**src/rtl/bpsk_bit_slicer_if.sv**
```systemverilog
// Sample stream into the BPSK bit slicer and its recovered bit/byte stream out.
// The master drives samples and sync; the slave (the slicer) drives decisions.
interface bpsk_bit_slicer_if #(
    parameter int DATA_WIDTH = 12
);
    logic signed [DATA_WIDTH-1:0] sample_in;
    logic                         sample_valid;
    logic                         sync;
    logic                         bit_out;
    logic                         bit_weak;
    logic                         bit_valid;
    logic [7:0]                   byte_out;
    logic                         byte_valid;

    modport master (
        output sample_in, sample_valid, sync,
        input  bit_out, bit_weak, bit_valid, byte_out, byte_valid
    );

    modport slave (
        input  sample_in, sample_valid, sync,
        output bit_out, bit_weak, bit_valid, byte_out, byte_valid
    );
endinterface

```
**src/rtl/bpsk_bit_slicer.sv**
```systemverilog
// BPSK demodulator: correlates each carrier period against a square-wave reference,
// slices the sign into a bit, flags weak decisions and packs bits MSB-first into bytes.
module bpsk_bit_slicer #(
    parameter int          DATA_WIDTH = 12,
    parameter int          WAVELENGTH = 64,
    parameter int          ACC_WIDTH  = 19,
    parameter int unsigned THRESHOLD  = 0
) (
    input logic             clock,
    input logic             reset,
    bpsk_bit_slicer_if.slave bus
);
    localparam int CNT_W = $clog2(WAVELENGTH);
    localparam logic [ACC_WIDTH-1:0] THR = ACC_WIDTH'(THRESHOLD);

    typedef enum logic {
        IDLE,
        RUN
    } state_t;

    state_t                       state;
    logic [CNT_W-1:0]             cnt;
    logic signed [ACC_WIDTH-1:0]  acc;
    logic [2:0]                   bcnt;
    // Only the 7 most recent bits are ever needed: the closing bit completes the byte.
    logic [6:0]                   sh;

    logic signed [ACC_WIDTH-1:0]  ext;
    logic signed [ACC_WIDTH-1:0]  product;
    logic signed [ACC_WIDTH-1:0]  sum;
    logic signed [ACC_WIDTH-1:0]  abs_sum;
    logic                         dec_bit;
    logic                         dec_weak;

    // NOTE: every signal is assigned on every pass, so no latch can be inferred.
    always_comb begin
        ext      = {{(ACC_WIDTH-DATA_WIDTH){bus.sample_in[DATA_WIDTH-1]}}, bus.sample_in};
        // The reference is +1 for the first half-period and -1 for the second.
        product  = cnt[CNT_W-1] ? -ext : ext;
        sum      = acc + product;
        abs_sum  = sum[ACC_WIDTH-1] ? -sum : sum;
        dec_bit  = sum[ACC_WIDTH-1];
        dec_weak = $unsigned(abs_sum) <= THR;
    end

    // NOTE: non-blocking assignments keep every register updating from pre-edge values.
    always_ff @(posedge clock or posedge reset) begin
        if (reset) begin
            state          <= IDLE;
            cnt            <= '0;
            acc            <= '0;
            bcnt           <= '0;
            sh             <= '0;
            bus.bit_out    <= 1'b0;
            bus.bit_weak   <= 1'b0;
            bus.bit_valid  <= 1'b0;
            bus.byte_out   <= 8'h00;
            bus.byte_valid <= 1'b0;
        end else begin
            bus.bit_valid  <= 1'b0;
            bus.byte_valid <= 1'b0;
            if (bus.sync) begin
                // A resync drops any partial symbol and starts a fresh byte.
                state <= RUN;
                bcnt  <= '0;
                if (bus.sample_valid) begin
                    acc <= ext;
                    cnt <= CNT_W'(1);
                end else begin
                    acc <= '0;
                    cnt <= '0;
                end
            end else if (state == RUN && bus.sample_valid) begin
                if (&cnt) begin
                    acc           <= '0;
                    cnt           <= '0;
                    bus.bit_out   <= dec_bit;
                    bus.bit_weak  <= dec_weak;
                    bus.bit_valid <= 1'b1;
                    sh            <= {sh[5:0], dec_bit};
                    bcnt          <= bcnt + 3'd1;
                    if (bcnt == 3'd7) begin
                        bus.byte_out   <= {sh, dec_bit};
                        bus.byte_valid <= 1'b1;
                    end
                end else begin
                    acc <= sum;
                    cnt <= cnt + CNT_W'(1);
                end
            end
        end
    end
endmodule
```
**src/flat_wrapper.sv**
```systemverilog
// flat-port wrapper written by rule: the top's interface ports become plain ports
module bpsk_bit_slicer_flat 
#(
    parameter int          DATA_WIDTH = 12,
    parameter int          WAVELENGTH = 64,
    parameter int          ACC_WIDTH  = 19,
    parameter int unsigned THRESHOLD  = 0
)
  (clock, reset, bus_sample_in, bus_sample_valid, bus_sync, bus_bit_out, bus_bit_weak, bus_bit_valid, bus_byte_out, bus_byte_valid);
  bpsk_bit_slicer_if #(.DATA_WIDTH(DATA_WIDTH)) bus_i ();
  input logic clock;
  input logic reset;
  input wire logic [$bits(bus_i.sample_in)-1:0] bus_sample_in;
  input wire logic [$bits(bus_i.sample_valid)-1:0] bus_sample_valid;
  input wire logic [$bits(bus_i.sync)-1:0] bus_sync;
  output wire logic [$bits(bus_i.bit_out)-1:0] bus_bit_out;
  output wire logic [$bits(bus_i.bit_weak)-1:0] bus_bit_weak;
  output wire logic [$bits(bus_i.bit_valid)-1:0] bus_bit_valid;
  output wire logic [$bits(bus_i.byte_out)-1:0] bus_byte_out;
  output wire logic [$bits(bus_i.byte_valid)-1:0] bus_byte_valid;
  assign bus_i.sample_in = bus_sample_in;
  assign bus_i.sample_valid = bus_sample_valid;
  assign bus_i.sync = bus_sync;
  assign bus_bit_out = bus_i.bit_out;
  assign bus_bit_weak = bus_i.bit_weak;
  assign bus_bit_valid = bus_i.bit_valid;
  assign bus_byte_out = bus_i.byte_out;
  assign bus_byte_valid = bus_i.byte_valid;
  bpsk_bit_slicer #(.DATA_WIDTH(DATA_WIDTH), .WAVELENGTH(WAVELENGTH), .ACC_WIDTH(ACC_WIDTH), .THRESHOLD(THRESHOLD)) u_core (.clock(clock), .reset(reset), .bus(bus_i));
endmodule
```
**config.mk**
```make
export PLATFORM = sky130hd
export DESIGN_NAME = bpsk_bit_slicer_flat
export DESIGN_NICKNAME = d
export VERILOG_FILES = /design/src/rtl/bpsk_bit_slicer_if.sv /design/src/rtl/bpsk_bit_slicer.sv /design/src/flat_wrapper.sv
export SDC_FILE = /design/constraint.sdc
export NUM_CORES = 1
export LEC_CHECK = 0
export BUFFER_PORTS_ARGS = -buffer_cell sky130_fd_sc_hd__buf_2
export CAP_MARGIN = 20
export CORE_AREA = 2 2 135 124
export CTS_CLUSTER_DIAMETER = 80
export DETAILED_ROUTE_END_ITERATION = 8
export DIE_AREA = 0 0 137 126
export GPL_TIMING_DRIVEN = 0
export PLACE_DENSITY = 0.4
export SLEW_MARGIN = 0
export SYNTH_ARGS = -nofsm -noshare
export SYNTH_HDL_FRONTEND = slang
export SYNTH_SLANG_ARGS = --single-unit
```
**constraint.sdc**
```tcl
create_clock -name clock -period 3.75 [get_ports clock]
set_input_delay 0.1875 -clock clock [delete_from_list [all_inputs] [get_ports clock]]
set_output_delay 0.1875 -clock clock [all_outputs]
set_load 0.01 [all_outputs]
```
==> results of run 1 <==
-- layout by cell type, fill, tap and decap left out, drive strengths merged, types with 6 or more instances in the layout --
| master | netlist | layout |
|---|---|---|
| a21o | 9 | 9 |
| a21oi | 29 | 29 |
| a221oi | 9 | 9 |
| a31oi | 9 | 9 |
| and2 | 6 | 6 |
| buf | 2 | 43 |
| clkbuf | 14 | 14 |
| dfrtp | 47 | 47 |
| ha | 26 | 26 |
| inv | 13 | 14 |
| mux2 | 15 | 15 |
| nand2 | 37 | 37 |
| nand2b | 12 | 12 |
| nand3 | 8 | 8 |
| nor2 | 44 | 44 |
| nor3 | 9 | 9 |
| o21ai | 23 | 23 |
| o31ai | 6 | 6 |
| xnor2 | 23 | 23 |
| xor2 | 8 | 8 |
-- critical path, delay by kind of cell --
family	cells	cell delay (ns)
buffers and inverters	2	0.24
xor gates and xnor gates	1	0.18
and+or+nand+nor	3	1.22
AOI/OAI and AO/OA	10	2.31
adders and majority gates	1	0.27
-- path summary, 6_finish.rpt --
check / from / end / cells past startpoint
setup reg to reg: u_core.cnt[5] / u_core.bus.bit_weak / 14
hold / removal: bus_sample_valid / u_core.cnt[0] / 3
min in group asynchronous: reset / u_core.bus.byte_out[6] / 3
setup / recovery: bus_sample_in[3] / u_core.bus.bit_weak / 17
max in group asynchronous: reset / u_core.bus.byte_out[4] / 4
hold reg to reg: u_core.bus.byte_out[3] / u_core.bus.byte_out[3] / 1
-- kinds of logic after synthesis --
logic type	after synthesis	share of synthesized area (%)
AOI/OAI and AO/OA	135	25.11
muxes	19	5.389
and+or+nand+nor	152	20.07
buffers and inverters	29	3.195
xor gates and xnor gates	31	7.002
DFF	47	30.33
adders and majority gates	27	8.906
-- through the flow --
step / utilization, % / total power, mW
finish: 30.49 / 3.183
global route: 30.49 / 3.431
CTS: 29.48 / 3.022
detailed placement: 27.23 / 2.289
global placement: 27.07 / 2.288
floorplan: - / 1.888
-- area by class of cell --
cell class / instances / area share [%]
Buffer: 10 / 1.009
Clock buffer: 5 / 2.588
Clock inverter: 3 / 1.475
Inverter: 13 / 1.009
Multi-Input combinational cell: 364 / 58.13
Sequential cell: 47 / 24.35
Tap cell: 207 / 5.357
Timing Repair Buffer: 43 / 6.082
-- repair_timing --
item / CTS / global route
hold buffers: 1 / 0
setup endpoints to repair: 6 / 6
resized for setup: 28 / 24
pin swaps: 15 / 14
endpoints found under the hold margin: 20 / 0
buffers inserted: 6 / 8
-- power breakdown --
group	switching, mW	internal, mW
registers	0.0626	0.579
logic	1.16	0.793
clock network	0.207	0.387
total	1.42	1.76
-- sequential cells by signal, indices dropped and copies added, names as in the netlist --
name,count
u_core.bus.byte_out,8
u_core.sh,7
u_core.bus.bit_weak,1
u_core.bus.byte_valid,1
u_core.state,1
u_core.cnt,6
u_core.bus.bit_valid,1
u_core.acc,19
u_core.bcnt,3
-- routing by layer --
| metal | share of wire [%] | up-vias | wire length [microns] | track usage, % |
|---|---|---|---|---|
| met5 | 0 | - | 0 | 0 |
| met2 | 46 | 60 | 5269 | 21.36 |
| met4 | 0.64 | 0 | 74 | 2.547 |
| li1 | - | 1728 | - | - |
| met3 | 2.8 | 7 | 323 | 1.932 |
| met1 | 51 | 1728 | 5818 | 20.64 |
==> results.json, run 1 <==
{
  "status": "finished with violations",
  "violations": "setup timing",
  "syn_avg_cell_area_sq_um": 8.812,
  "diodes": 0,
  "postSynthCellCount": 440,
  "n_fill_cell": 1717,
  "yosysMostFrequentCell": "dfrtp_1",
  "grt_use_total_pct": 13.85,
  "r2r_slack_ns": -0.27,
  "multi_input_area_sq_mm": 0.002810,
  "synth_edf_count": 0,
  "start_util_pct": 24.46,
  "tightestPinTransition_ns": 0.6846,
  "path_clk_slew_ns": 0.07,
  "cts_tree": "yes",
  "routed_via_density": 5.091,
  "die_h_microns": 126,
  "regArea_sq_mm": 0.001177,
  "ys.flop_type": "dfrtp_1",
  "antenna_found_initial": 0,
  "synth_nets": 483,
  "stdcell_count": 692,
  "leakage_nw": 2.032,
  "yosysTopAreaCell": "dfrtp_1",
  "gr-total-overflow": 0,
  "core_area_sq_mm": 0.01586,
  "grt_pass1_vias": 3399,
  "critPathMaxFanout": 4,
  "synth_top_area_share_pct": 30.33,
  "syn_area_sq_mm": 0.003877,
  "ir_drop_mv": 0.2138,
  "place_congestion": 0.7813,
  "drv_slew": 0,
  "cts_buffers": 5,
  "drv_cap": 0,
  "dr.pass1.iters": 4,
  "io_pins": 28,
  "fin_crit_ns": 4.214,
  "fin_setup_tns_ns": -0.4640,
  "cts_root_buf": "clkbuf_16",
  "rsz0062_at_grt": "true",
  "cts.sinks": 47,
  "htreeDepth": 2,
  "hold_viol_final": 0,
  "fmax_mhz": 237.3,
  "min_path_type": "in -> reg",
  "async_reset_ff_share_pct": 100.0,
  "grt_max_degree": 28,
  "drt-initial-drc-count": 202,
  "nNetsFinal": 527,
  "finalSetupViolCount": 1,
  "cpPeakStageDelay_ns": 0.46,
  "clk_latency_ns": 0.29,
  "synth_cell_types": 72,
  "ys_warn_count": 0,
  "period_share_pct": 112.4,
  "max_slew_margin_pct": 54.03,
  "place_ws_ns": -1.345,
  "path_cells": "buf_8, or3_4, or4_4, o31ai_4, xnor2_2, ha_1, a21o_1, a221o_1, a22o_2, a31o_4, or3_4, buf_6, o211a_1, o32ai_2, o2111ai_2, a2111o_1, o31ai_2",
  "ys_ff_latch": 47,
  "required_ns": 3.94,
  "cts_max_path_buffers": 2,
  "endpoint_kind": "register",
  "cp_common_cell": "or3_4",
  "postRouteAntennaNets": 0,
  "crit_arrival_ns": 4.41,
  "synth_area_leaders": "dfrtp_1 (30%), ha_1 (8.4%), xnor2_1 (5.2%)",
  "grt_first_pass_wirelength_microns": 18790,
  "dp_hpwl_microns": 8831,
  "hold_slack_ns": 0.1843,
  "power.density_mw_per_mm2": 658.5,
  "wl_microns": 11490,
  "via_count": 3523,
  "routedWlPerCell_microns": 16.60,
  "placed_cells": 675,
  "cp_slowest_cell": "or4_4",
  "crit_type": "in -> reg",
  "drc": 0,
  "fin_skew_ns": 0.003994,
  "synth_common_cells": "dfrtp_1 (47), nor2_1 (44), nand2_1 (36)",
  "drive_gt1_share_pct": 24.33,
  "synth.yosys.seq_area_share_pct": 30.33,
  "placed_area_sq_mm": 0.004317,
  "critPathLaunchType": "input port",
  "fin_area_sq_mm": 0.004835,
  "die_area_sq_mm": 0.01726,
  "die-width_microns": 137,
  "io_buffer_count": 26,
  "timing.final.ws_setup_ns": -0.4640,
  "area_growth_pct": 24.69,
  "rows": 44
}
Note: power is estimated with default switching activity, not from simulation.
==> run 2: changes to the inputs <==
- PLACE_DENSITY: 0.4 -> default
- PLACE_DENSITY_LB_ADDON: default -> 0.08
==> results.json, run 2 (synthesized netlist as in run 1, its figures left out) <==
{
  "routed_via_density": 5.047,
  "place_congestion": 0.8169,
  "endpoint_kind": "register",
  "dr.pass1.iters": 4,
  "clk_latency_ns": 0.30,
  "grt_use_total_pct": 14.64,
  "status": "finished with violations",
  "die_area_sq_mm": 0.01726,
  "cts_max_path_buffers": 2,
  "grt_first_pass_wirelength_microns": 19870,
  "io_pins": 28,
  "core_area_sq_mm": 0.01586,
  "cts.sinks": 47,
  "diodes": 0,
  "via_count": 3508,
  "cts_buffers": 5,
  "drv_slew": 0,
  "io_buffer_count": 26,
  "area_growth_pct": 25.40,
  "leakage_nw": 2.038,
  "min_path_type": "in -> reg",
  "max_slew_margin_pct": 49.66,
  "met3_usage_pct": 1.852,
  "final_common_cell": "dfrtp_1",
  "fin_skew_ns": 0.002927,
  "grt_max_degree": 27,
  "r2r_slack_ns": -0.26,
  "critPathMaxFanout": 4,
  "stdcell_count": 695,
  "largest-register": "u_core.acc",
  "busiest_layer": "met2",
  "timing.final.ws_setup_ns": -0.4672,
  "placed_cells": 675,
  "violations": "setup timing",
  "drv_cap": 0,
  "fmax_mhz": 237.1,
  "hold_viol_final": 0,
  "top_regs": "u_core.acc (19), u_core.bus.byte_out (8), u_core.sh (7)",
  "rsz0062_at_grt": "true",
  "met1_usage_pct": 21.18,
  "required_ns": 3.95,
  "fin_crit_ns": 4.217,
  "layout_common_cells": "dfrtp_1 (46), nor2_1 (43), nand2_1 (34), a21oi_1 (26), buf_2 (25)",
  "power.density_mw_per_mm2": 642.0,
  "drive_gt1_share_pct": 26.64,
  "period_share_pct": 112.5,
  "place_ws_ns": -1.366,
  "drc": 0,
  "ir_drop_mv": 0.1764,
  "worstSetupStartpoint": "bus_sample_in[3]",
  "cts_root_buf": "clkbuf_16",
  "wl_microns": 11880,
  "critPathLaunchType": "input port",
  "antenna_found_initial": 0,
  "rows": 44,
  "path_clk_slew_ns": 0.07,
  "tightestPinTransition_ns": 0.7497,
  "holdPathStages": 3,
  "worst_r2r_endpoint": "u_core.bus.bit_weak",
  "cp-endpoint": "u_core.bus.bit_weak",
  "gr-total-overflow": 0,
  "routedWlPerCell_microns": 17.09,
  "grtUsageMet2_pct": 22.89,
  "crit_arrival_ns": 4.41,
  "htreeDepth": 2,
  "crit_type": "in -> reg",
  "die_h_microns": 126,
  "drt-initial-drc-count": 185,
  "start_util_pct": 24.46,
  "nNetsFinal": 530,
  "die-width_microns": 137,
  "largest_reg_flops": 19,
  "postRouteAntennaNets": 0,
  "r2r_cells": 14,
  "finalSetupViolCount": 1,
  "cts_tree": "yes",
  "rr_startpoint": "u_core.cnt[5]",
  "grt_pass1_vias": 3579,
  "dp_hpwl_microns": 9141
}
-- run 2: cell types whose count changed in the layout (fill, tap and decap cells not counted), sizes merged --
cell	previous run	this run
buf	43	47
clkbuf	14	13
clkinv	0	1
inv	14	15
bufinv	2	0
-- run 2: worst min-delay path by stage --
| stage | end | from | slack [ns] |
|---|---|---|---|
| after global routing | u_core.cnt[0] | bus_sample_valid | 0.18 |
| after floorplan | u_core.cnt[0] | bus_sample_valid | 0.33 |
| final | u_core.cnt[0] | bus_sample_valid | 0.17 |
| after CTS | u_core.cnt[0] | bus_sample_valid | 0.17 |
| after detailed placement | u_core.bus.byte_out[3] | reset | 0.24 |
| after global placement | u_core.acc[8] | u_core.acc[8] | 0.47 |
-- run 2: cell type report --
cell class                      instances  area, sq um
Timing Repair Buffer                   47        320.3
Fill cell                            1716        10990
Clock buffer                            5        125.1
Tap cell                              207        259.0
Buffer                                  9        45.04
Sequential cell                        47         1177
Clock inverter                          3        26.28
Multi-Input combinational cell        364         2860
Inverter                               13        48.80
-- run 2: metal layers --
metal / share of wire, % / vias to the layer above
met4: 1.4 / 0
met1: 50 / 1726
met2: 46 / 43
met5: 0 / -
li1: - / 1730
met3: 2.4 / 9
-- run 2: timing repair --
| item | in CTS | in global routing |
|---|---|---|
| hold endpoints to repair | 21 | 0 |
| setup buffers | 8 | 10 |
| pin swaps | 15 | 19 |
| gates resized for setup | 33 | 28 |
| endpoints found under the setup margin | 6 | 6 |
| hold buffers | 1 | 0 |
-- run 2: critical path, cell delays in order --
cell and delay [ns]:
buf_8 0.09, or3_4 0.39, or4_4 0.48, o31ai_4 0.29, xnor2_2 0.17, ha_1 0.27, a21o_1 0.17, a221o_1 0.35
a22o_2 0.27, a31o_4 0.21, or3_4 0.33, buf_6 0.14, o211a_1 0.11, o32ai_2 0.12, o2111ai_2 0.16, a2111o_1 0.44
o31ai_4 0.22
-- run 2: power by group --
part | switching [mW] | internal [mW] | total, mW
combinational | 1.18 | 0.827 | 2.00
clock | 0.213 | 0.253 | 0.467
sequential | 0.0707 | 0.579 | 0.650
total | 1.46 | 1.66 | 3.12
-- run 2: per-stage QoR --
stage	setup TNS (ns)	total power [mW]	area (sq um)	util [%]	hold slack, ns
CTS	-0.6304	2.956	4673	29.47	0.1701
detailed placement	-3.350	2.301	4317	27.23	0.2448
global route	-0.5927	3.396	4862	30.67	0.1789
floorplan	-0.4095	1.888	3902	-	0.3350
finish	-0.4672	3.122	4862	30.67	0.1737
global placement	-3.454	2.313	4292	27.07	0.4689
==> run 3: changes to the inputs <==
- ABC_AREA: default -> 1
- CORE_AREA: 2 2 135 124 -> 2 2 143 131
- DIE_AREA: 0 0 137 126 -> 0 0 145 133
==> results.json, run 3 <==
{
  "ys.flop_type": "dfrtp_1",
  "min_path_type": "in -> reg",
  "cts_max_path_buffers": 2,
  "synth_cell_types": 37,
  "period_share_pct": 90.53,
  "postRouteAntennaNets": 0,
  "synth_edf_count": 0,
  "final_common_cell": "nand2_1",
  "drv_cap": 0,
  "endpoint_kind": "register",
  "required_ns": 3.99,
  "leakage_nw": 2.703,
  "rsz0062_at_grt": "false",
  "ys_ff_latch": 47,
  "fin_area_sq_mm": 0.005020,
  "dr.pass1.iters": 5,
  "fin_util_pct": 27.99,
  "largest-register": "u_core.acc",
  "fmax_mhz": 294.6,
  "drc": 0,
  "synth_top_area_share_pct": 27.02,
  "drt-initial-drc-count": 290,
  "htreeDepth": 2,
  "finalSetupViolCount": 0,
  "yosysTopAreaCell": "dfrtp_1",
  "synth_area_leaders": "dfrtp_1 (27%), nand2_1 (21%), inv_1 (8.7%)",
  "routed_via_density": 4.517,
  "io_buffer_count": 27,
  "cts_buffers": 5,
  "wl_microns": 13950,
  "async_reset_ff_share_pct": 100.0,
  "placed_area_sq_mm": 0.004815,
  "fin_setup_tns_ns": 0,
  "dp_hpwl_microns": 11540,
  "drive_gt1_share_pct": 12.70,
  "fin_crit_ns": 3.395,
  "crit_type": "reg -> reg",
  "grt_pass1_vias": 4251,
  "syn_avg_cell_area_sq_um": 6.281,
  "syn_area_sq_mm": 0.004353,
  "start_util_pct": 24.27,
  "antenna_found_initial": 0,
  "path_clk_slew_ns": 0.07,
  "ys_warn_count": 0,
  "rows": 47,
  "layout_common_cells": "nand2_1 (238), inv_1 (99), nor2_1 (64), nand3_1 (51), dfrtp_1 (47)",
  "io_pins": 28,
  "place_congestion": 0.8250,
  "hold_slack_ns": 0.1538,
  "tightestPinTransition_ns": 0.6619,
  "stdcell_count": 977,
  "cts_tree": "yes",
  "cts.sinks": 47,
  "die_area_sq_mm": 0.01929,
  "yosysMostFrequentCell": "nand2_1",
  "routedWlPerCell_microns": 14.28,
  "max_slew_margin_pct": 55.87,
  "ir_drop_mv": 0.2155,
  "critPathLaunchType": "register",
  "diodes": 0,
  "n_fill_cell": 2026,
  "power.density_mw_per_mm2": 513.1,
  "placed_cells": 966,
  "grt_max_degree": 27,
  "nNetsFinal": 774,
  "fin_skew_ns": 0.004614,
  "grt_use_total_pct": 14.87,
  "die-width_microns": 145,
  "synth_common_cells": "nand2_1 (238), inv_1 (101), nor2_1 (65)",
  "crit_arrival_ns": 3.64,
  "gr-total-overflow": 0,
  "via_count": 4413,
  "hold_viol_final": 0,
  "synth_nets": 736,
  "die_h_microns": 133,
  "area_growth_pct": 15.32,
  "critPathMaxFanout": 10,
  "cts_root_buf": "clkbuf_16",
  "status": "finished clean",
  "top_regs": "u_core.acc (19), u_core.bus.byte_out (8), u_core.sh (7)",
  "postSynthCellCount": 693,
  "core_area_sq_mm": 0.01794,
  "drv_slew": 0,
  "clk_latency_ns": 0.30,
  "grt_first_pass_wirelength_microns": 22490,
  "largest_reg_flops": 19,
  "synth.yosys.seq_area_share_pct": 27.02
}
## run 3: cell count changes after synthesis, moves of 15 or more
cell,before,now
nand2_2,1,16
xnor2_1,23,2
nand2_1,36,238
inv_1,13,101
nand3_1,8,51
nor2_1,44,65
## run 3: through the flow
step                      power [mW]  setup WS (ns)
final                          2.576         0.3550
after global routing           2.835       0.001335
after CTS                      2.608         0.2861
after detailed placement       2.043       -0.02308
after global placement         2.039       0.006577
after floorplan                1.659         0.9255
## run 3: layout make-up
| type | count | area, sq um | area share, % |
|---|---|---|---|
| Clock inverter | 3 | 46.29 | 0.9222 |
| Buffer | 11 | 60.06 | 1.196 |
| Tap cell | 245 | 306.5 | 6.107 |
| Inverter | 109 | 412.9 | 8.225 |
| Sequential cell | 47 | 1176 | 23.43 |
| Multi-Input combinational cell | 526 | 2713 | 54.04 |
| Clock buffer | 5 | 125.1 | 2.493 |
| Timing Repair Buffer | 31 | 180.2 | 3.589 |
## run 3: worst paths after layout
| check | startpoint | endpoint | slack, ns | cells after the start |
|---|---|---|---|---|
| max | u_core.cnt[5] | u_core.bus.bit_weak | 0.36 | 21 |
| min | bus_sync | u_core.cnt[4] | 0.15 | 2 |
| max reg2reg | u_core.cnt[5] | u_core.bus.bit_weak | 0.36 | 21 |
| min reg2reg | u_core.bcnt[0] | u_core.bcnt[0] | 0.48 | 1 |
| max in group asynchronous | reset | u_core.acc[3] | 2.74 | 4 |
| min in group asynchronous | reset | u_core.sh[3] | 0.47 | 3 |
## run 3: cells by family after synthesis
logic type | share of synthesized area (%)
and+or+nand+nor | 41.79
buffers and inverters | 10.72
AOI/OAI and AO/OA | 9.055
DFF | 27.02
adders and majority gates | 7.933
xor gates and xnor gates | 3.219
muxes | 0.2587
## run 3: critical path, stage by stage (launching register included)
cell and delay (ns):
dfrtp_1 0.36, clkbuf_4 0.20, o21ai_0 0.31, inv_1 0.10
fa_1 0.48, inv_1 0.16, nand2_1 0.16, nand2_1 0.11
nand3_1 0.09, nand2_1 0.16, nand2_1 0.09, nand3_1 0.08
nand2_1 0.16, nor2_1 0.20, nand2_1 0.09, nand3_1 0.07
nand2_1 0.06, nor2_1 0.08, nand3_1 0.07, nor2_1 0.14
nand3_1 0.10, nand2_1 0.06
## run 3: per-layer routing
layer / global-route usage, % / wire [microns] / vias up
met1: 20.73 / 6860 / 2054
met3: 2.034 / 532 / 20
li1: - / - / 2247
met5: 0 / 0 / -
met4: 4.730 / 264 / 0
met2: 23.86 / 6297 / 92
## run 3: timing repair
item / 4_1_cts / 5_1_grt
hold buffers: 1 / 0
gates resized for setup: 0 / 3
setup buffers: 0 / 2
endpoints found under the setup margin: 0 / 1
hold endpoints to repair: 21 / 0
## run 3: report_power, final
part	internal [mW]	switching (mW)	total, mW	leakage, nW
registers	0.559	0.0429	0.602	0.580
clock network	0.318	0.223	0.540	0.0804
logic	0.454	0.979	1.43	2.04
